--- src/rtl/riscv_fetch_pkg.sv ---
// Shared types and constants for the riscv_fetch stage and its instruction buffer.
package riscv_fetch_pkg;

   localparam int INSTR_W = 32;
   localparam int PC_W    = 32;

   localparam logic [PC_W-1:0]    BOOT_VECTOR_DEF = 32'h0000_0000;
   localparam logic [INSTR_W-1:0] NOP             = 32'h0000_0013;

   typedef enum logic [1:0] {
      IDLE = 2'd0,
      REQ  = 2'd1,
      WAIT = 2'd2,
      HALT = 2'd3
   } fetch_state_e;

   typedef struct packed {
      logic [PC_W-1:0]    pc;
      logic [INSTR_W-1:0] instr;
      logic               fault_fetch;
      logic               fault_page;
   } fetch_entry_t;

endpackage

--- src/rtl/riscv_fetch_fifo.sv ---
// Synchronous instruction buffer of fetch_entry_t; flush wins over push and pop.
module riscv_fetch_fifo
   import riscv_fetch_pkg::*;
#(
   parameter int DEPTH = 2
) (
   input  logic                         clk,
   input  logic                         rst,
   input  logic                         flush,
   input  logic                         push,
   input  fetch_entry_t                 din,
   input  logic                         pop,
   output fetch_entry_t                 head,
   output logic [$clog2(DEPTH+1)-1:0]   count,
   output logic                         full,
   output logic                         empty
);

   localparam int AW = $clog2(DEPTH);
   localparam int CW = $clog2(DEPTH+1);

   fetch_entry_t  mem [DEPTH];
   logic [AW-1:0] wr_ptr;
   logic [AW-1:0] rd_ptr;
   logic          do_push;
   logic          do_pop;

   assign empty   = (count == '0);
   assign full    = (count == CW'(DEPTH));
   assign do_pop  = pop && !empty;
   assign do_push = push && (!full || do_pop);
   assign head    = mem[rd_ptr];

   // DEPTH is a power of two, so the pointers wrap without explicit compare.
   always_ff @(posedge clk) begin
      if (rst || flush) begin
         wr_ptr <= '0;
         rd_ptr <= '0;
         count  <= '0;
      end else begin
         if (do_push) begin
            mem[wr_ptr] <= din;
            wr_ptr      <= wr_ptr + AW'(1);
         end
         if (do_pop) begin
            rd_ptr <= rd_ptr + AW'(1);
         end
         case ({do_push, do_pop})
            2'b10:   count <= count + CW'(1);
            2'b01:   count <= count - CW'(1);
            default: count <= count;
         endcase
      end
   end

endmodule

--- src/rtl/riscv_fetch.sv ---
// PC generation and instruction fetch: one outstanding icache request, buffered
// responses, redirect handling and a registered squash pulse toward decode.
module riscv_fetch
   import riscv_fetch_pkg::*;
#(
   parameter logic [PC_W-1:0] BOOT_VECTOR = BOOT_VECTOR_DEF,
   parameter int              FIFO_DEPTH  = 2
) (
   input  logic                clk_i,
   input  logic                rst_i,
   input  logic                branch_request_i,
   input  logic [PC_W-1:0]     branch_pc_i,
   output logic                icache_rd_o,
   output logic [PC_W-1:0]     icache_pc_o,
   input  logic                icache_accept_i,
   input  logic                icache_valid_i,
   input  logic [INSTR_W-1:0]  icache_inst_i,
   input  logic                icache_error_i,
   input  logic                icache_page_fault_i,
   output logic                fetch_out_valid_o,
   output logic [INSTR_W-1:0]  fetch_out_instr_o,
   output logic [PC_W-1:0]     fetch_out_pc_o,
   output logic                fetch_out_fault_fetch_o,
   output logic                fetch_out_fault_page_o,
   input  logic                fetch_in_accept_i,
   output logic                squash_decode_o,
   output fetch_state_e        debug_state_o
);

   // Handshakes: icache request transfers on icache_rd_o & icache_accept_i with
   // rd/pc held stable until then; decode transfers on fetch_out_valid_o &
   // fetch_in_accept_i with fetch_out_* held stable until then.

   localparam int CW = $clog2(FIFO_DEPTH+1);
   localparam logic [CW:0] DEPTH_L = (CW+1)'(FIFO_DEPTH);

   fetch_state_e  state_q, state_d;
   logic [PC_W-1:0] pc_q, pc_d;
   logic [PC_W-1:0] req_pc_q, req_pc_d;
   logic          outstanding_q, outstanding_d;
   logic          discard_q, discard_d;
   logic          squash_q;

   logic          push;
   logic          pop;
   logic          resp_fault;
   fetch_entry_t  push_entry;
   fetch_entry_t  head;
   logic [CW-1:0] count;
   logic          full;
   logic          empty;
   logic [CW:0]   occ;
   logic [CW:0]   count_after;

   assign resp_fault = icache_error_i | icache_page_fault_i;
   assign push_entry = '{pc:          req_pc_q,
                         instr:       resp_fault ? '0 : icache_inst_i,
                         fault_fetch: icache_error_i,
                         fault_page:  icache_page_fault_i};
   assign pop = !empty && fetch_in_accept_i;
   assign occ = {1'b0, count} + {{CW{1'b0}}, outstanding_q};

   always_comb begin
      state_d       = state_q;
      pc_d          = pc_q;
      req_pc_d      = req_pc_q;
      outstanding_d = outstanding_q;
      discard_d     = discard_q;
      push          = 1'b0;
      count_after   = {1'b0, count} - {{CW{1'b0}}, pop};

      case (state_q)
         IDLE: begin
            if (occ < DEPTH_L) state_d = REQ;
         end
         REQ: begin
            if (icache_accept_i) begin
               pc_d          = pc_q + 32'd4;
               req_pc_d      = pc_q;
               outstanding_d = 1'b1;
               state_d       = WAIT;
            end
         end
         WAIT: begin
            if (icache_valid_i) begin
               outstanding_d = 1'b0;
               discard_d     = 1'b0;
               if (!discard_q && !branch_request_i) begin
                  push        = 1'b1;
                  count_after = count_after + (CW+1)'(1);
               end
               if (push && resp_fault)        state_d = HALT;
               else if (count_after < DEPTH_L) state_d = REQ;
               else                            state_d = IDLE;
            end
         end
         default: ;
      endcase

      // Redirect overrides whatever the state decode above chose.
      if (branch_request_i) begin
         pc_d = {branch_pc_i[PC_W-1:2], 2'b00};
         case (state_q)
            REQ: begin
               if (icache_accept_i) discard_d = 1'b1;
            end
            WAIT: begin
               if (icache_valid_i) state_d = REQ;
               else                discard_d = 1'b1;
            end
            default: state_d = REQ;
         endcase
      end
   end

   always_ff @(posedge clk_i) begin
      if (rst_i) begin
         state_q       <= IDLE;
         pc_q          <= BOOT_VECTOR;
         req_pc_q      <= BOOT_VECTOR;
         outstanding_q <= 1'b0;
         discard_q     <= 1'b0;
         squash_q      <= 1'b0;
      end else begin
         state_q       <= state_d;
         pc_q          <= pc_d;
         req_pc_q      <= req_pc_d;
         outstanding_q <= outstanding_d;
         discard_q     <= discard_d;
         squash_q      <= branch_request_i;
      end
   end

   riscv_fetch_fifo #(
      .DEPTH (FIFO_DEPTH)
   ) u_fifo (
      .clk   (clk_i),
      .rst   (rst_i),
      .flush (branch_request_i),
      .push  (push),
      .din   (push_entry),
      .pop   (pop),
      .head  (head),
      .count (count),
      .full  (full),
      .empty (empty)
   );

   assign icache_rd_o             = (state_q == REQ);
   assign icache_pc_o             = pc_q;
   assign fetch_out_valid_o       = !empty;
   assign fetch_out_instr_o       = empty ? '0 : head.instr;
   assign fetch_out_pc_o          = empty ? '0 : head.pc;
   assign fetch_out_fault_fetch_o = !empty && head.fault_fetch;
   assign fetch_out_fault_page_o  = !empty && head.fault_page;
   assign squash_decode_o         = squash_q;
   assign debug_state_o           = state_q;

   logic unused_full;
   assign unused_full = full;

endmodule

--- config.mk ---
export PLATFORM = sky130hd
export DESIGN_NAME = riscv_fetch
export DESIGN_NICKNAME = d
export VERILOG_FILES = /design/src/rtl/riscv_fetch_pkg.sv /design/src/rtl/riscv_fetch_fifo.sv /design/src/rtl/riscv_fetch.sv
export SDC_FILE = /design/constraint.sdc
export NUM_CORES = 1
export LEC_CHECK = 0
export CAP_MARGIN = 20
export CORE_MARGIN = 4
export CORE_UTILIZATION = 45
export DETAILED_ROUTE_END_ITERATION = 12
export PLACE_DENSITY = 0.72
export SYNTH_ARGS = -nofsm -noshare
export SYNTH_HDL_FRONTEND = slang
export SYNTH_SLANG_ARGS = --single-unit
--- constraint.sdc ---
create_clock -name clk_i -period 15.2 [get_ports clk_i]
set_input_delay 1.52 -clock clk_i [delete_from_list [all_inputs] [get_ports clk_i]]
set_output_delay 1.52 -clock clk_i [all_outputs]
set_load 0.02 [all_outputs]
# After elaboration in Yosys (flattened, before gate mapping)
# Memories as Yosys holds them, arrays and structs flattened. A register that Yosys moved wholly into a read port is not among the register bits.
# Cells that the tools add are included.
[op_classes]
reduce_logical = 23
n_bitwise = 1
mux = 38
order_cmp = 2
n_eq_ne = 7
addsub = 8
[ops]
columns = ["op", "n"]
rows = [
  ["$mux 32", 6],
  ["$add 32x3->32 const B", 1],
  ["$mux 1", 18],
  ["$mux 2", 6],
  ["$mux 3", 3],
  ["$pmux 2 s2", 2],
  ["$reduce_bool 2->1", 4],
  ["$logic_and 1x1->1", 7],
  ["$eq 2x2->1 const B", 3],
  ["$lt 3x2->1 const B", 2],
  ["$pmux 2 s3", 1],
  ["$eq 2x1->1 const B", 2],
  ["$logic_not 1->1", 4],
  ["$logic_not 2->1", 2],
  ["$pmux 1 s2", 2],
  ["$reduce_and 2->1", 2],
  ["$add 2x1->3", 1],
  ["$add 3x1->3 const B", 1],
  ["$reduce_and 3->1", 1],
  ["$sub 2x1->3", 1],
  ["$add 1x1->1 const B", 2],
  ["$add 2x1->2 const B", 1],
  ["$logic_or 1x1->1", 2],
  ["$ne 2x1->1 const B", 1],
  ["other kinds (4)", 4],
]
[word_totals]
in_bits = 72
regBits = 73
elab_cells = 90
out_inout_bits = 103
mem_count = 1
mem_bits_rw = 132
[memory_table]
columns = ["memory", "depth", "word_bits", "rd", "rd_ports_with_merged_regs", "write_ports", "line", "source"]
rows = [
  ["u_fifo.mem", 2, 66, 1, 1, 1, "riscv_fetch_fifo.sv:22", "fetch_entry_t mem [DEPTH];"],
]

# Logic depth before layout (Yosys ltp)
[depth]
depth_word = 16
ltp_mapped = 12
mapped_depth_nobuf = 11

# Cells and area by module
# Synthesis repeated with hierarchy kept, for this count alone.
[unflattened]
hier_cells = 766
hier_area_um2 = 8984.9
[modules_own_cells]
columns = ["mod", "cells_per_inst", "seq_area_each_um2", "instances", "area_each_um2"]
rows = [
  ["riscv_fetch_fifo", 234, 4063.9, 1, 5036.1],
  ["riscv_fetch", 532, 1301.2, 1, 3948.8],
]

# Worst setup path before layout
# OpenSTA, ideal clock, no wires.
[synth_path]
path_type = "input port to flip-flop"
start = "input branch_request_i"
end = "memory u_fifo.mem[1][0] (netlist name) (enable)"
n_path_buf = 1
arrival_time_ns = 9.020
required_ns = 14.534
setup_ns = 0.666
cell_stages = 4
slack_ns = 5.514
path_cell_list = "clkbuf_1 a2111oi_0 inv_1 nor4b_1"
[synth_via]
elab_chain_len = 11
word_cells_on_any_way = 12
classes_between = "mux (8); reduce/logical (4)"
[synth_rtl]
columns = ["item", "line", "source"]
rows = [
  ["start: declaration", "riscv_fetch.sv:11", "input logic branch_request_i,"],
  ["$logic_not 1->1", "riscv_fetch.sv:88", "if (!discard_q && !branch_request_i) begin"],
  ["$logic_and 1x1->1", "riscv_fetch.sv:88", ""],
  ["$mux 1", "riscv_fetch.sv:88", ""],
  ["$mux 1", "riscv_fetch.sv:85", "if (icache_valid_i) begin"],
  ["$mux 1", "riscv_fetch.sv:72", "case (state_q)"],
  ["$mux 1", "riscv_fetch.sv:85", ""],
  ["$mux 1", "riscv_fetch.sv:72", ""],
  ["$logic_and 1x1->1", "riscv_fetch_fifo.sv:31", "assign do_push = push && (!full || do_pop);"],
  ["$mux 1", "riscv_fetch_fifo.sv:41", "if (do_push) begin"],
  ["$mux 1 *", "riscv_fetch_fifo.sv:36", "if (rst || flush) begin"],
  ["$mux 1 (implied by the code) *", "riscv_fetch_fifo.sv:42", "mem[wr_ptr] <= din;"],
  ["end: declaration", "riscv_fetch_fifo.sv:22", ""],
]
# Mark *: on every way between the ends. The rest lies on a longest branch, timed or not. The select of a mux whose other input is x is not followed.

==> flow_summary.ini <==
[sta]
fin_ws_ns = 11.02
rsz0062_at_grt = false
worstMarginPinSlew_ns = 0.971
hold_viol_final = 0
relSlewSlack_pct = 34.7
maxSlewViolCount = 0
fmax_mhz = 239
skew_ns = 0.0104
setup_viol = 0
tns_ns = 0
finalCritPeriodShare_pct = 27.5
min_period_ns = 4.18

[route]
route.detailed.drc = 0
drt_pass1_iterations = 5
dr_total_vias = 6057
detail_route.wl_per_cell_um = 16.9
drt_iter0_drc = 288
vias_per_cell = 5.29
drtAntennaViolNets = 0
routed_wl_um = 19300

[placement]
gp_congestion = 0.841
portBuffers = 168
hpwl_um = 12800
post-place-ws_ns = 10.65

[synth]
synthMuxAreaShare_pct = 7.48
synth_fa_ha_area_share_pct = 1.31
synth_compound_gate_area_share_pct = 7.41
ys_warn_count = 0
synth_simple_gate_area_share_pct = 16.7
ys_async_sr_fraction_pct = 0
syn-cell-area_um2 = 8570
synthCells = 750
synth_xor_area_share_pct = 1.74
ys_ff_latch = 198
synth_cell_types = 48
avgSynthCellArea_um2 = 11.4
seq_area_frac_synth_pct = 61.2
synthFlopType = edfxtp_1
synth-edff-count = 128
synth_top_family_by_area = simple AND/OR/NAND/NOR gates

[hold_path]
hold_path_class = register to register

[critical_path]
startpoint_type = register
crit_path_max_fanout = 45
path_class = register to primary output
worstPathArrival_ns = 2.66
end_kind = primary output
crit_chain = buf_4, mux2i_1, nor2_1, clkdlybuf4s50_1
slowest_delay_ns = 0.69
worst-endpoint-required_ns = 13.68
crit_path_top_delay_cell = buf_4

[global_route]
grt_start_max_net_pins = 73
antenna_found_initial = 0
track_usage_pct = 17.9
grt_pass1_vias = 5921
grt_first_pass_wirelength_um = 30600
grt_overflow = 0

[clock_network]
ctsResizeCount = 0
cts_hold_buf = 0
clk_pin_slew_ns = 0.07
clkSinkCount = 198
htreeDepth = 4
clockBufferDepth = 2
postCtsSetupBuffers = 0
cts_buffers = 17
clk_latency_ns = 0.42
cts-root-buf = clkbuf_16
cts_tree = yes

[cells_and_area]
fillers = 1617
num_antenna_cells = 0
final_nets = 978
synthToLayoutAreaGrowth_pct = 28.9
regArea_um2 = 5250
multi_input_area_um2 = 3000
drive_gt1_share_pct = 5.71

[floorplanning]
dieArea_um2 = 21300
initial_core_util_pct = 45.8
row_count = 50
core-area_um2 = 18700
die_h_um = 146
ios = 175
fp.dieW_um = 146

[power_and_ir_drop]
p_per_area_nw_per_um2 = 106
power_uw = 1170
power_leakage_uw = 0.00359
ir_worst_vdd_mv = 0.0799

[job]
drv_cap = 0

[status]
outcome = finished clean
-- stage by stage --
step	utilization, %	hold WS (ns)	cells	area (µm²)
floorplan	-	0.425	753	8580
global placement	55.4	0.431	1111	10400
detailed placement	55.6	0.436	1112	10400
CTS	59.0	0.454	1144	11000
global route	59.0	0.468	1144	11000
finish	59.0	0.451	1144	11000
-- cell usage after synthesis (8+ instances only) --
master     instances  area share [%]
edfxtp_1         128              45
nor2_1            99             4.3
nand2_1           77             3.4
dfxtp_1           70              16
mux2i_1           64             7.5
a21oi_1           37             2.2
and2_1            37             2.7
clkbuf_1          36             1.6
inv_1             20            0.88
a211oi_1          14             1.2
a311oi_1          13             1.3
nand3_1           12            0.70
a2111oi_0         11             1.1
xnor2_1           11             1.1
and3_1            10            0.73
nand4_1           10            0.73
ha_1               9             1.3
nor3_1             9            0.53
o21ai_0            9            0.53
and4_1             8            0.82
-- worst max-delay path: cells and delay by family, from the launching register on --
kind,cells,cell delay [ns]
muxes,1,0.17
buffers and inverters,2,1.31
DFF,1,0.57
and+or+nand+nor,1,0.16
-- power by group --
| part | switching [µW] | internal, µW |
|---|---|---|
| combinational | 49.1 | 46.1 |
| clock | 204 | 271 |
| sequential | 15.1 | 580 |
-- final timing paths --
| path | endpoint | slack, ns | startpoint | depth (start not counted) |
|---|---|---|---|---|
| min reg2reg | u_fifo.mem[1][55]$_DFFE_PP_ | 0.45 | req_pc_q[21]$_SDFFE_PP0P_ | 0 |
| max reg2reg | debug_state_o[0]$_SDFF_PP0_ | 11.65 | u_fifo.count[0]$_SDFFE_PP0P_ | 12 |
| max | fetch_out_instr_o[13] | 11.02 | register | 4 |
| min | u_fifo.mem[1][55]$_DFFE_PP_ | 0.45 | req_pc_q[21]$_SDFFE_PP0P_ | 0 |
-- sequential cells by signal, indices dropped and copies added (netlist names), named ones only --
register / cells
squash_decode_o: 1
icache_pc_o: 30
u_fifo.rd_ptr: 1
discard_q: 1
u_fifo.wr_ptr: 1
req_pc_q: 30
outstanding_q: 1
debug_state_o: 2
u_fifo.mem: 128
u_fifo.count: 2
-- placed cells by master, fill, tap and decap left out, drive strengths merged, types with 3 or more instances in the layout --
cell type	Yosys	final
buf	17	11
edfxtp	128	128
and2	37	37
and3	10	10
a21oi	37	37
a311oi	13	13
mux2i	64	64
clkbuf	36	19
or3	3	3
clkdlybuf4s50	0	167
clkinv	1	3
or4	4	4
xnor2	11	11
o21ai	9	9
nand3	12	12
nor2b	6	6
a2111oi	12	12
nand4	12	12
nor4	7	7
xor2	6	6
nor2	99	99
inv	20	29
dfxtp	70	70
ha	9	9
and4	9	9
nor3	9	9
conb	1	4
a211oi	14	14
nor4b	5	5
nand2	77	77
-- cells by family after synthesis --
family,after synthesis
simple gates,292
xor+xnor,17
other cells,1
flops,198
buf+inv,74
compound gates,95
fa+ha+maj,9
mux,64
-- layer usage --
metal | up-vias | GRT usage [%] | wire [µm]
li1 | 2992 | - | -
met1 | 2889 | 22.9 | 8720
met3 | 15 | 4.89 | 1070
met5 | - | 0 | 0
met4 | 0 | 4.56 | 238
met2 | 161 | 30.4 | 9280
-- cell type report --
| cell class | count | share of cell area, % |
|---|---|---|
| sequential | 198 | 47.5 |
| multi-input combinational | 481 | 27.2 |
| timing repair buffer | 178 | 16.0 |
| clock buffer | 19 | 4.31 |
| tap | 234 | 2.65 |
| clock inverter | 13 | 1.55 |
| inverter | 21 | 0.714 |
Power figures use the tool's default switching activity.
